## src/rtl/data_mem_ctrl.sv

```systemverilog
// data_mem_ctrl: RV32I load/store controller on a word-addressed synchronous RAM port
// Ports: clk, rst_n (async active-low); req_valid/req_ready handshake with req_we, req_funct3,
//        req_addr (byte address), req_wdata; resp_valid strobe with resp_rdata, resp_err;
//        RAM side mem_addr (word index), mem_rw (0 = write, 1 = read), mem_wdata, mem_rdata
//        (registered, valid the cycle after a read cycle).
module data_mem_ctrl #(
  parameter int ADDR_W = 5
) (
  input  logic              clk,
  input  logic              rst_n,
  input  logic              req_valid,
  output logic              req_ready,
  input  logic              req_we,
  input  logic [2:0]        req_funct3,
  input  logic [31:0]       req_addr,
  input  logic [31:0]       req_wdata,
  output logic              resp_valid,
  output logic [31:0]       resp_rdata,
  output logic              resp_err,
  output logic [ADDR_W-1:0] mem_addr,
  output logic              mem_rw,
  output logic [31:0]       mem_wdata,
  input  logic [31:0]       mem_rdata
);
  typedef enum logic [2:0] {IDLE, READ, WAIT, WRITE, RESP} state_t;
  state_t state, state_nx;
  logic we_q;
  logic [2:0] f3_q;
  logic [ADDR_W+1:0] addr_q;
  logic [15:0] wdata_q;
  logic [31:0] wword, ld_val, st_word;
  logic [15:0] rhalf;
  logic [7:0] rbyte;
  logic acc, req_err;
  // byte-address bits above the RAM window wrap and are deliberately dropped
  logic unused_addr;
  assign unused_addr = ^req_addr[31:ADDR_W+2];
  assign req_ready = state == IDLE;
  assign resp_valid = state == RESP;
  assign mem_rw = state != WRITE;
  assign mem_addr = addr_q[ADDR_W+1:2];
  assign mem_wdata = wword;
  always_comb begin
    acc = state == IDLE && req_valid;
    req_err = (req_we ? req_funct3 > 3'd2 : req_funct3 == 3'd3 || req_funct3[2:1] == 2'b11)
           || (req_funct3[1:0] == 2'b01 && req_addr[0])
           || (req_funct3[1:0] == 2'b10 && req_addr[1:0] != 2'b00);
    rbyte = mem_rdata[{addr_q[1:0], 3'b000} +: 8];
    rhalf = mem_rdata[{addr_q[1], 4'b0000} +: 16];
    // funct3[2] marks the unsigned variants, so it suppresses sign extension
    ld_val = f3_q[1] ? mem_rdata
           : f3_q[0] ? {{16{rhalf[15] & ~f3_q[2]}}, rhalf}
           : {{24{rbyte[7] & ~f3_q[2]}}, rbyte};
    st_word = mem_rdata;
    if (f3_q[0]) st_word[{addr_q[1], 4'b0000} +: 16] = wdata_q;
    else st_word[{addr_q[1:0], 3'b000} +: 8] = wdata_q[7:0];
    state_nx = state;
    case (state)
      IDLE:    state_nx = !acc ? IDLE : req_err ? RESP : (req_we && req_funct3 == 3'd2) ? WRITE : READ;
      READ:    state_nx = WAIT;
      WAIT:    state_nx = we_q ? WRITE : RESP;
      WRITE:   state_nx = RESP;
      default: state_nx = IDLE;
    endcase
  end
  always_ff @(posedge clk or negedge rst_n)
    if (!rst_n) state <= IDLE;
    else state <= state_nx;
  always_ff @(posedge clk or negedge rst_n) begin
    if (!rst_n) begin
      we_q <= 1'b0;
      f3_q <= 3'd0;
      addr_q <= '0;
      wdata_q <= 16'h0;
      wword <= 32'h0;
      resp_rdata <= 32'h0;
      resp_err <= 1'b0;
    end else begin
      if (acc) begin
        we_q <= req_we;
        f3_q <= req_funct3;
        addr_q <= req_addr[ADDR_W+1:0];
        wdata_q <= req_wdata[15:0];
        wword <= req_wdata;
      end
      if (state == WAIT && we_q) wword <= st_word;
      // response fields change only when entering RESP and hold afterwards
      if (state_nx == RESP && state != RESP) begin
        resp_rdata <= (state == WAIT && !we_q) ? ld_val : 32'h0;
        resp_err <= state == IDLE;
      end
    end
  end
endmodule

```

## config.mk

```make
export PLATFORM = sky130hd
export DESIGN_NAME = data_mem_ctrl
export DESIGN_NICKNAME = d
export VERILOG_FILES = /design/src/rtl/data_mem_ctrl.sv
export SDC_FILE = /design/constraint.sdc
export NUM_CORES = 1
export LEC_CHECK = 0
export ABC_CLOCK_PERIOD_IN_PS = 3500
export CAP_MARGIN = 10
export CORE_UTILIZATION = 48
export CTS_CLUSTER_DIAMETER = 150
export CTS_CLUSTER_SIZE = 14
export DETAILED_ROUTE_END_ITERATION = 10
export GPL_TIMING_DRIVEN = 0
export HOLD_SLACK_MARGIN = 0.15
export PLACE_DENSITY = 0.91
export SETUP_SLACK_MARGIN = 0.15
export SLEW_MARGIN = 30
export SYNTH_ARGS = -nofsm -noshare
export SYNTH_HDL_FRONTEND = slang
export SYNTH_SLANG_ARGS = --single-unit
```

## constraint.sdc

```tcl
create_clock -name clk -period 3.5 [get_ports clk]
set_clock_uncertainty 0.15 [all_clocks]
set_input_delay 0.525 -clock clk [delete_from_list [all_inputs] [get_ports clk]]
set_output_delay 0.525 -clock clk [all_outputs]
set_load 0.005 [all_outputs]
```

# Yosys cells after proc, flatten, opt, wreduce, memory -nomap -nowiden
# Index checks and enable logic that the tools add are counted.
classes:
  n_eq_ne: 12
  add_sub_neg: 2
  magnitude_cmp: 1
  shift: 6
  reduce_logical: 14
  mux: 14
  bitwise_logic: 3
ops:
  columns: ["cell", "count"]
  rows:
  - ["32-bit two-way mux", 6]
  - ["32-bit bitwise mux", 2]
  - ["16-bit by 7-bit variable shift with 32-bit output (first input constant)", 1]
  - ["8-bit by 7-bit variable shift with 32-bit output (first input constant)", 1]
  - ["16-bit by 7-bit indexed part select with 32-bit output", 1]
  - ["32-bit by 6-bit indexed part select with 16-bit output", 1]
  - ["32-bit by 6-bit indexed part select with 8-bit output", 1]
  - ["8-bit by 7-bit indexed part select with 32-bit output", 1]
  - ["5-bit negator with 7-bit output", 2]
  - ["3-bit by 2-bit == test with 1-bit output (second input constant)", 4]
  - ["3-bit case mux with 4 select lines", 1]
  - ["3-bit two-way mux", 3]
  - ["1-bit logical AND", 7]
  - ["3-bit == test (second input constant)", 2]
  - ["2-bit == test (second input constant)", 2]
  - ["2-bit nonzero test", 2]
  - ["3-bit by 1-bit == test with 1-bit output (second input constant)", 1]
  - ["3-bit by 2-bit greater-than comparator with 1-bit output (second input constant)", 1]
  - ["3-bit logical NOT", 1]
  - ["1-bit logical OR", 3]
  - ["3-bit by 2-bit != test with 1-bit output (second input constant)", 1]
  - ["3-bit != test (second input constant)", 1]
  - ["1-bit AND", 2]
  - ["2-bit by 1-bit == test with 1-bit output (second input constant)", 1]
  - ["4 further kinds", 4]
word_totals:
  out_inout_bits: 73
  wordCells: 60
  regBits: 95
  inputBits: 103

# Logic depth before layout (Yosys ltp)
# Gate-level depths: netlist of the first run.
depth:
  ltp_word: 10
  depth_mapped: 8
  depth_no_buf: 6

# Worst setup path after synthesis of the first run
# Ideal clock, no wire load.
synth_path:
  kind: "flip-flop to flip-flop"
  from: "register addr_q[1]"
  to: "register wword[24] (netlist: mem_wdata[24])"
  arrival_time_ns: 2.100
  setup_time_ns: 0.083
  slack_ns: 1.166
  stages_incl_launch_ff: 7
  required_time_ns: 3.267
  n_path_buf: 1
  synth_period_minus_slack_ns: 2.334
  path_cell_list: "dfrtp_1 buf_2 clkinv_1 ha_1 nor4_1 a221oi_1 o22ai_1"
synth_between:
  elab_chain_len: 5
  elab_cells_between_ends: 10
  classes_between: "2 x add/sub; 4 x shift; 4 x mux"
synth_rtl:
  columns: ["element", "line_no", "source"]
  rows:
  - ["start, declared", "29", "logic [ADDR_W+1:0] addr_q;"]
  - ["start signal, assigned", "82", "addr_q <= req_addr[ADDR_W+1:0];"]
  - ["5-bit negator with 7-bit output (on tied branches)", "55, 56", null]
  - ["16-bit by 7-bit indexed part select with 32-bit output, or another cell as far along", "55", "if (f3_q[0]) st_word[{addr_q[1], 4'b0000} +: 16] = wdata_q;"]
  - ["32-bit bitwise mux (on tied branches)", "55, 56", null]
  - ["32-bit two-way mux *", "55", null]
  - ["32-bit two-way mux *", "86", "if (state == WAIT && we_q) wword <= st_word;"]
  - ["end signal, assigned", "84", "wword <= req_wdata;"]
  - ["end signal, assigned", "86", null]
  - ["end, declared", "31", "logic [31:0] wword, ld_val, st_word;"]
# Mark *: on every way between the ends. The rest lies on a longest branch, timed or not.
# A chain may end at the register's enable or synchronous reset.

# Worst setup path after layout of the first run
layout_path:
  from: "register addr_q[1]"
  to: "register wword[12] (netlist: mem_wdata[12])"
# Same word-level chain as after synthesis.

==> results.sh, run 1 <==
export IMPL_first_iter_violations=603
export IMPL_ys_types=45
export IMPL_core_area_sq_mm=0.01094
export IMPL_place_congestion=0.9138
export IMPL_syn_inst=504
export IMPL_synth_warning_count=0
export IMPL_cts_max_level=3
export IMPL_finalHoldViolCount=0
export IMPL_vdd_drop_max_mv=0.4482
export IMPL_cts_tree="done"
export IMPL_report_final_slew_viol_count=0
export IMPL_antenna_left=0
export IMPL_combPwrFrac_pct=53.5
export IMPL_crit_fanout=12
export IMPL_num_io_pins=176
export IMPL_power_leakage_nw=3.016
export IMPL_finish_instance_area_sq_mm=0.007422
export IMPL_gr_max_usage_layer="met2"
export IMPL_die_w_um=108.3
export IMPL_drt_pass1_iter_count=5
export IMPL_period_minus_slack_ps=2970
export IMPL_synth_seq_cells=95
export IMPL_p_seq_share_pct=31.8
export IMPL_synth_area_sq_mm=0.005428
export IMPL_hp_class="reg2reg"
export IMPL_cts_root_buffer="clkbuf_16"
export IMPL_drv_cap=0
export IMPL_slew_headroom_pct=33.79
export IMPL_slowest_stage="nor3_1"
export IMPL_whs_ps=347.3
export IMPL_area_growth_pct=36.75
export IMPL_syn_area_per_cell_sq_um=10.77
export IMPL_grt_overflow=0
export IMPL_place_area_sq_mm=0.007139
export IMPL_grtUsageMet3_pct=5.907
export IMPL_setup_viol=0
export IMPL_path_class="reg2reg"
export IMPL_rsz0062_at_grt="no"
export IMPL_clockBufferDepth=2
export IMPL_critPathArrivalTime_ps=3070
export IMPL_antenna_found_initial=0
export IMPL_wl_per_cell_um=22.26
export IMPL_power_density_mw_per_mm2=855.4
export IMPL_slowest_delay_ps=750
export IMPL_synthFlopType="dfrtp_1"
export IMPL_rows=38
export IMPL_wirelength_mm=18.08
export IMPL_use_met2_pct=49.00
export IMPL_fill_cells=844
export IMPL_grt_max_degree=54
export IMPL_pwr_share_clk_pct=14.7
export IMPL_timing_final_crit_share_pct=84.85
export IMPL_synth_edff_count=0
export IMPL_ys_seq_area_share_pct=43.80
export IMPL_dieArea_sq_mm=0.01174
export IMPL_via_count=5147
export IMPL_switchingPower_mw=2.493
export IMPL_cts_buffers=9
export IMPL_cp_cell_sequence="buf_2 -> clkinv_1 -> ha_1 -> nand2_1 -> nor3_1 -> a221oi_1 -> o22ai_1"
export IMPL_intPower_mw=3.856
export IMPL_worst_setup_path_start_kind="flop"
export IMPL_worst_setup_path_end_kind="flop"
export IMPL_antenna_cells=0
export IMPL_worstMarginPinSlew_ps=985.5
export IMPL_via_per_inst=6.339
export IMPL_post_cts_resized=0
export IMPL_fin_nets=775
export IMPL_cts_sinks=95
export IMPL_fmax_mhz=336.7
export IMPL_drive_gt1_share_pct=16.82
export IMPL_synth_nets=612
export IMPL_required_ps=3600
export IMPL_total_power_mw=6.349
export IMPL_ys_async_sr_fraction_pct=100.0
export IMPL_clk_pin_slew_ps=70
export IMPL_insertion_delay_ps=340
export IMPL_drc=0
export IMPL_switching_share_pct=39.26
export IMPL_outcome="completed"
export IMPL_dpl_hpwl_mm=13.27
export IMPL_start_util_pct=49.63
export IMPL_first_global_vias=5211
export IMPL_portBuffers=150
export IMPL_grt_first_pass_wirelength_mm=28.35
export IMPL_met1_usage_pct=44.96
export IMPL_die_y_um=108.3
export IMPL_grt_usage_pct=32.18
==> power groups by stage <==
stage / sequential [mW] / clock, mW / combinational [mW]
5_1_grt: 2.06 / 0.985 / 3.66
3_3_place_gp: 1.99 / 0 / 3.25
3_5_place_dp: 2.01 / 0 / 3.33
2_1_floorplan: 1.89 / 0 / 1.98
6_report: 2.02 / 0.933 / 3.40
4_1_cts: 2.00 / 0.941 / 3.36
==> synthesized netlist by cell type, types with 2 or more instances <==
master	number	area (sq um)
and2_1	2	12.51
o221ai_1	2	17.52
nor2_1	9	33.78
nand2b_1	3	18.77
mux2_2	58	653.1
a221o_2	8	90.09
o22ai_1	31	193.9
buf_4	5	37.54
buf_2	8	40.04
a22o_2	7	70.07
mux2i_1	34	340.3
inv_1	8	30.03
a22o_1	10	87.58
a21oi_1	13	65.06
o21ai_0	54	270.3
nor2b_1	11	68.82
clkinv_1	2	7.510
clkbuf_1	31	116.4
nand2_1	14	52.55
nor3_1	3	15.01
a21o_1	16	120.1
nor4bb_1	3	30.03
or3_1	6	37.54
a221oi_1	31	271.5
ha_1	5	62.56
a22oi_1	2	15.01
dfrtp_1	95	2377
o2bb2ai_1	8	70.07
buf_6	3	33.78
and3_1	7	43.79
==> cells in the final DEF, fill, tap and decap left out, types with 3 or more instances in the layout <==
| cell | instances |
|---|---|
| nor2_1 | 9 |
| buf_4 | 5 |
| mux2i_1 | 34 |
| clkbuf_1 | 32 |
| nor4bb_1 | 3 |
| nor3_1 | 3 |
| buf_2 | 8 |
| o22ai_1 | 31 |
| nand2b_1 | 3 |
| mux2_2 | 58 |
| inv_1 | 8 |
| clkdlybuf4s50_1 | 149 |
| clkbuf_16 | 9 |
| nor2b_1 | 11 |
| a22o_2 | 7 |
| nand2_1 | 14 |
| a221oi_1 | 31 |
| and3_1 | 7 |
| a22o_1 | 10 |
| or3_1 | 6 |
| ha_1 | 5 |
| dfrtp_1 | 95 |
| a21oi_1 | 13 |
| a21o_1 | 16 |
| o21ai_0 | 54 |
| a221o_2 | 8 |
| buf_6 | 4 |
| o2bb2ai_1 | 8 |
==> state kept, by name, indices dropped and copies added (netlist names) <==
signal and flops:
addr_q 7, resp_err 1, f3_q 3, we_q 1
state 3, resp_rdata 32, mem_wdata 32, wdata_q 16
==> routing by layer <==
| metal | up-vias | wire (um) |
|---|---|---|
| li1 | 2275 | - |
| met1 | 2493 | 7540 |
| met2 | 314 | 8229 |
| met3 | 65 | 1616 |
| met4 | 0 | 690 |
| met5 | - | 0 |
==> area by class of cell <==
cell class	instances	area [sq um]	area share [%]
multi-input combinational	352	2791	37.61
buffer	47	227.7	3.068
clock inverter	6	43.79	0.5900
tap	140	175.2	2.360
sequential	95	2377	32.03
inverter	10	37.54	0.5057
clock buffer	10	229.0	3.085
timing repair buffer	152	1540	20.75
==> cell families after synthesis <==
family	count (synthesis)	share of synthesized area, %
AOI/OAI and AO/OA	186	24.21
DFF	95	43.80
muxes	92	18.30
and+or+nand+nor	69	7.653
buffers and inverters	57	4.887
adders and majority gates	5	1.153
==> stage by stage <==
stage	util, %	std cells	setup TNS [ps]	setup slack (ps)
floorplan	-	504	0	1166
global placement	64.97	794	-147810	-1561
detailed placement	65.29	795	0	600.1
CTS	67.87	812	0	675.6
global route	67.87	812	0	394.6
finish	67.87	812	0	530.4
==> worst max-delay path, delay by kind of cell (launching register included) <==
kind	cells	cell delay (ps)
fa+ha+maj	1	480
buf+inv	2	570
compound gates	2	480
simple gates	2	810
flops	1	370
==> timing repair <==
item	in CTS	in global routing
hold endpoints to repair	42	0
setup buffers	0	0
hold buffers	1	0
==> path summary, 6_finish.rpt <==
kind	depth (start not counted)	endpoint	from	slack [ps]
max	7	mem_wdata[12]$_DFFE_PN0P_	addr_q[1]$_DFFE_PN0N_	530
min	1	resp_err$_DFFE_PN0P_	resp_err$_DFFE_PN0P_	350
max reg2reg	7	mem_wdata[12]$_DFFE_PN0P_	addr_q[1]$_DFFE_PN0N_	530
min reg2reg	1	resp_err$_DFFE_PN0P_	resp_err$_DFFE_PN0P_	350
max in group asynchronous	3	state[2]$_DFF_PN0_	rst_n	2080
min in group asynchronous	2	mem_wdata[26]$_DFFE_PN0P_	rst_n	510
Note: power is estimated with default switching activity, not from simulation.
==> run 2: changes to the inputs <==
--- a/config.mk
+++ b/config.mk
@@ -5,15 +5,15 @@
 export SDC_FILE = /design/constraint.sdc
 export NUM_CORES = 1
 export LEC_CHECK = 0
-export ABC_CLOCK_PERIOD_IN_PS = 3500
+export ABC_CLOCK_PERIOD_IN_PS = 2980
 export CAP_MARGIN = 10
-export CORE_UTILIZATION = 48
+export CORE_UTILIZATION = 47
 export CTS_CLUSTER_DIAMETER = 150
 export CTS_CLUSTER_SIZE = 14
 export DETAILED_ROUTE_END_ITERATION = 10
 export GPL_TIMING_DRIVEN = 0
 export HOLD_SLACK_MARGIN = 0.15
-export PLACE_DENSITY = 0.91
+export PLACE_DENSITY = 0.89
 export SETUP_SLACK_MARGIN = 0.15
 export SLEW_MARGIN = 30
 export SYNTH_ARGS = -nofsm -noshare
==> constraint.sdc (replaced) <==
create_clock -name clk -period 2.98 [get_ports clk]
set_clock_uncertainty 0.15 [all_clocks]
set_input_delay 0.447 -clock clk [delete_from_list [all_inputs] [get_ports clk]]
set_output_delay 0.447 -clock clk [all_outputs]
set_load 0.005 [all_outputs]
==> run 2 against run 1 <==
Against the previous run:
- wire length is 0.79% higher
- combinational power rose by 18%
- largest power group unchanged
- core utilization increased by 0.27 points
- total power grew 22%
- clock-buffer cell count is 1 higher
- register-to-register slack worse by 120 ps
- sequential share of layout area is 0.40 points lower
==> results.sh, run 2 (synthesis results as in run 1) <==
export IMPL_intPower_mw=4.811
export IMPL_grt_usage_pct=31.87
export IMPL_power_density_mw_per_mm2=1030
export IMPL_first_global_vias=5106
export IMPL_slowest_delay_ps=420
export IMPL_cp_cell_sequence="buf_2 -> clkinvlp_4 -> ha_1 -> nor4bb_1 -> clkbuf_2 -> mux2_2 -> a22oi_1 -> a21oi_1"
export IMPL_required_ps=3050
export IMPL_clk_pin_slew_ps=60
export IMPL_antenna_cells=0
export IMPL_antenna_found_initial=0
export IMPL_layout_common_cells="149 x clkdlybuf4s50_1, 95 x dfrtp_1, 58 x mux2_2"
export IMPL_slew_headroom_pct=45.19
export IMPL_cts_tree="done"
export IMPL_power_leakage_nw=3.062
export IMPL_via_per_inst=6.331
export IMPL_clockBufferDepth=2
export IMPL_worstHoldPathCells=1
export IMPL_period_minus_slack_ps=2571
export IMPL_cts_root_buffer="clkbuf_16"
export IMPL_worst_setup_path_start_kind="flop"
export IMPL_r2r_slack_ps=410
export IMPL_route_met2_wl_mm=8.460
export IMPL_core_area_sq_mm=0.01103
export IMPL_whs_ps=338.8
export IMPL_cts_max_level=3
export IMPL_grt_overflow=0
export IMPL_wl_met1_mm=7.404
export IMPL_total_power_mw=7.740
export IMPL_setup_viol=0
export IMPL_fin_nets=775
export IMPL_slowest_stage="ha_1"
export IMPL_critPathArrivalTime_ps=2640
export IMPL_report_final_slew_viol_count=0
export IMPL_path_class="reg2reg"
export IMPL_switchingPower_mw=2.929
export IMPL_hp_class="reg2reg"
export IMPL_drv_cap=0
export IMPL_rows=38
export IMPL_highest_layer="met4"
export IMPL_pwr_share_clk_pct=17.5
export IMPL_finalHoldViolCount=0
export IMPL_dieArea_sq_mm=0.01198
export IMPL_cts_setup_buffers=0
export IMPL_via_count=5141
export IMPL_drc=0
export IMPL_path_buf_inv=3
export IMPL_grt_first_pass_wirelength_mm=28.08
export IMPL_wirelength_mm=18.22
export IMPL_die_w_um=109.5
export IMPL_fmax_mhz=388.9
export IMPL_rsz0062_at_grt="no"
export IMPL_min_to="resp_err$_DFFE_PN0P_"
export IMPL_start_util_pct=49.21
export IMPL_first_iter_violations=485
export IMPL_wl_per_cell_um=22.44
export IMPL_dpl_hpwl_mm=13.48
export IMPL_worst_setup_path_end_kind="flop"
export IMPL_p_seq_share_pct=30.8
export IMPL_num_io_pins=176
export IMPL_r2r_cells=8
export IMPL_hold_start="resp_err$_DFFE_PN0P_"
export IMPL_dr_wl_met3_mm=1.640
export IMPL_outcome="completed"
export IMPL_reg2reg_from="addr_q[1]$_DFFE_PN0N_"
export IMPL_insertion_delay_ps=360
export IMPL_combPwrFrac_pct=51.7
export IMPL_drt_pass1_iter_count=5
export IMPL_vdd_drop_max_mv=0.5588
export IMPL_regToRegEndpoint="mem_wdata[22]$_DFFE_PN0P_"
export IMPL_grt_max_degree=62
export IMPL_worstMarginPinSlew_ps=818.3
export IMPL_critPathTopFamily="buffers and inverters"
export IMPL_startpoint="addr_q[1]$_DFFE_PN0N_"
export IMPL_drive_gt1_share_pct=17.41
export IMPL_die_y_um=109.5
export IMPL_crit_fanout=12
export IMPL_place_congestion=0.8995
export IMPL_timing_final_crit_share_pct=86.29
export IMPL_antenna_left=0
export IMPL_portBuffers=150
export IMPL_area_growth_pct=38.47
export IMPL_switching_share_pct=37.84
export IMPL_final_common_cell="clkdlybuf4s50_1"
export IMPL_cts_sinks=95
export IMPL_cts_buffers=9
## run 2: power groups by stage
stage               sequential (mW)  clock [mW]  combinational (mW)
floorplan                      2.22           0                2.32
global placement               2.34           0                3.82
detailed placement             2.36           0                3.91
CTS                            2.36        1.37                3.95
global route                   2.43        1.41                4.30
finish                         2.38        1.35                4.00
## run 2: what timing repair did
action | 4_1_cts | 5_1_grt
hold buffers | 1 | 0
gates resized for setup | 0 | 7
setup endpoints to repair | 0 | 24
hold endpoints to repair | 34 | 0
## run 2: worst max-delay path by stage
stage | to | slack, ps | depth (start not counted)
floorplan | mem_wdata[24]$_DFFE_PN0P_ | 650 | 6
global placement | resp_rdata[20]$_DFFE_PN0P_ | -2100 | 1
detailed placement | resp_rdata[28]$_DFFE_PN0P_ | 170 | 6
CTS | mem_wdata[30]$_DFFE_PN0P_ | 160 | 6
global route | mem_wdata[6]$_DFFE_PN0P_ | 260 | 8
finish | mem_wdata[22]$_DFFE_PN0P_ | 410 | 8
## run 2: final cells by class
type | instances | area (sq um)
clock inverter | 5 | 103.9
tap | 140 | 175.2
timing repair buffer | 152 | 1540
fill | 859 | 3515
sequential | 95 | 2377
buffer | 47 | 230.2
multi-input combinational | 352 | 2805
inverter | 10 | 41.29
clock buffer | 11 | 242.7
## run 2: metrics by stage
step | worst slack, ps | cell area, sq um | utilization [%] | instances | TNS, ps
after floorplan | 646.3 | 5428 | - | 504 | 0
after global placement | -2096 | 7104 | 64.41 | 794 | -199200
after detailed placement | 174.7 | 7139 | 64.72 | 795 | 0
after CTS | 155.3 | 7496 | 67.96 | 812 | 0
after global routing | 264.6 | 7516 | 68.14 | 812 | 0
final | 408.6 | 7516 | 68.14 | 812 | 0
## run 2: routing by layer
layer	vias up	track usage [%]
met1	2515	42.16
met5	-	0
met3	59	7.113
met2	297	48.88
met4	0	16.76
li1	2270	-
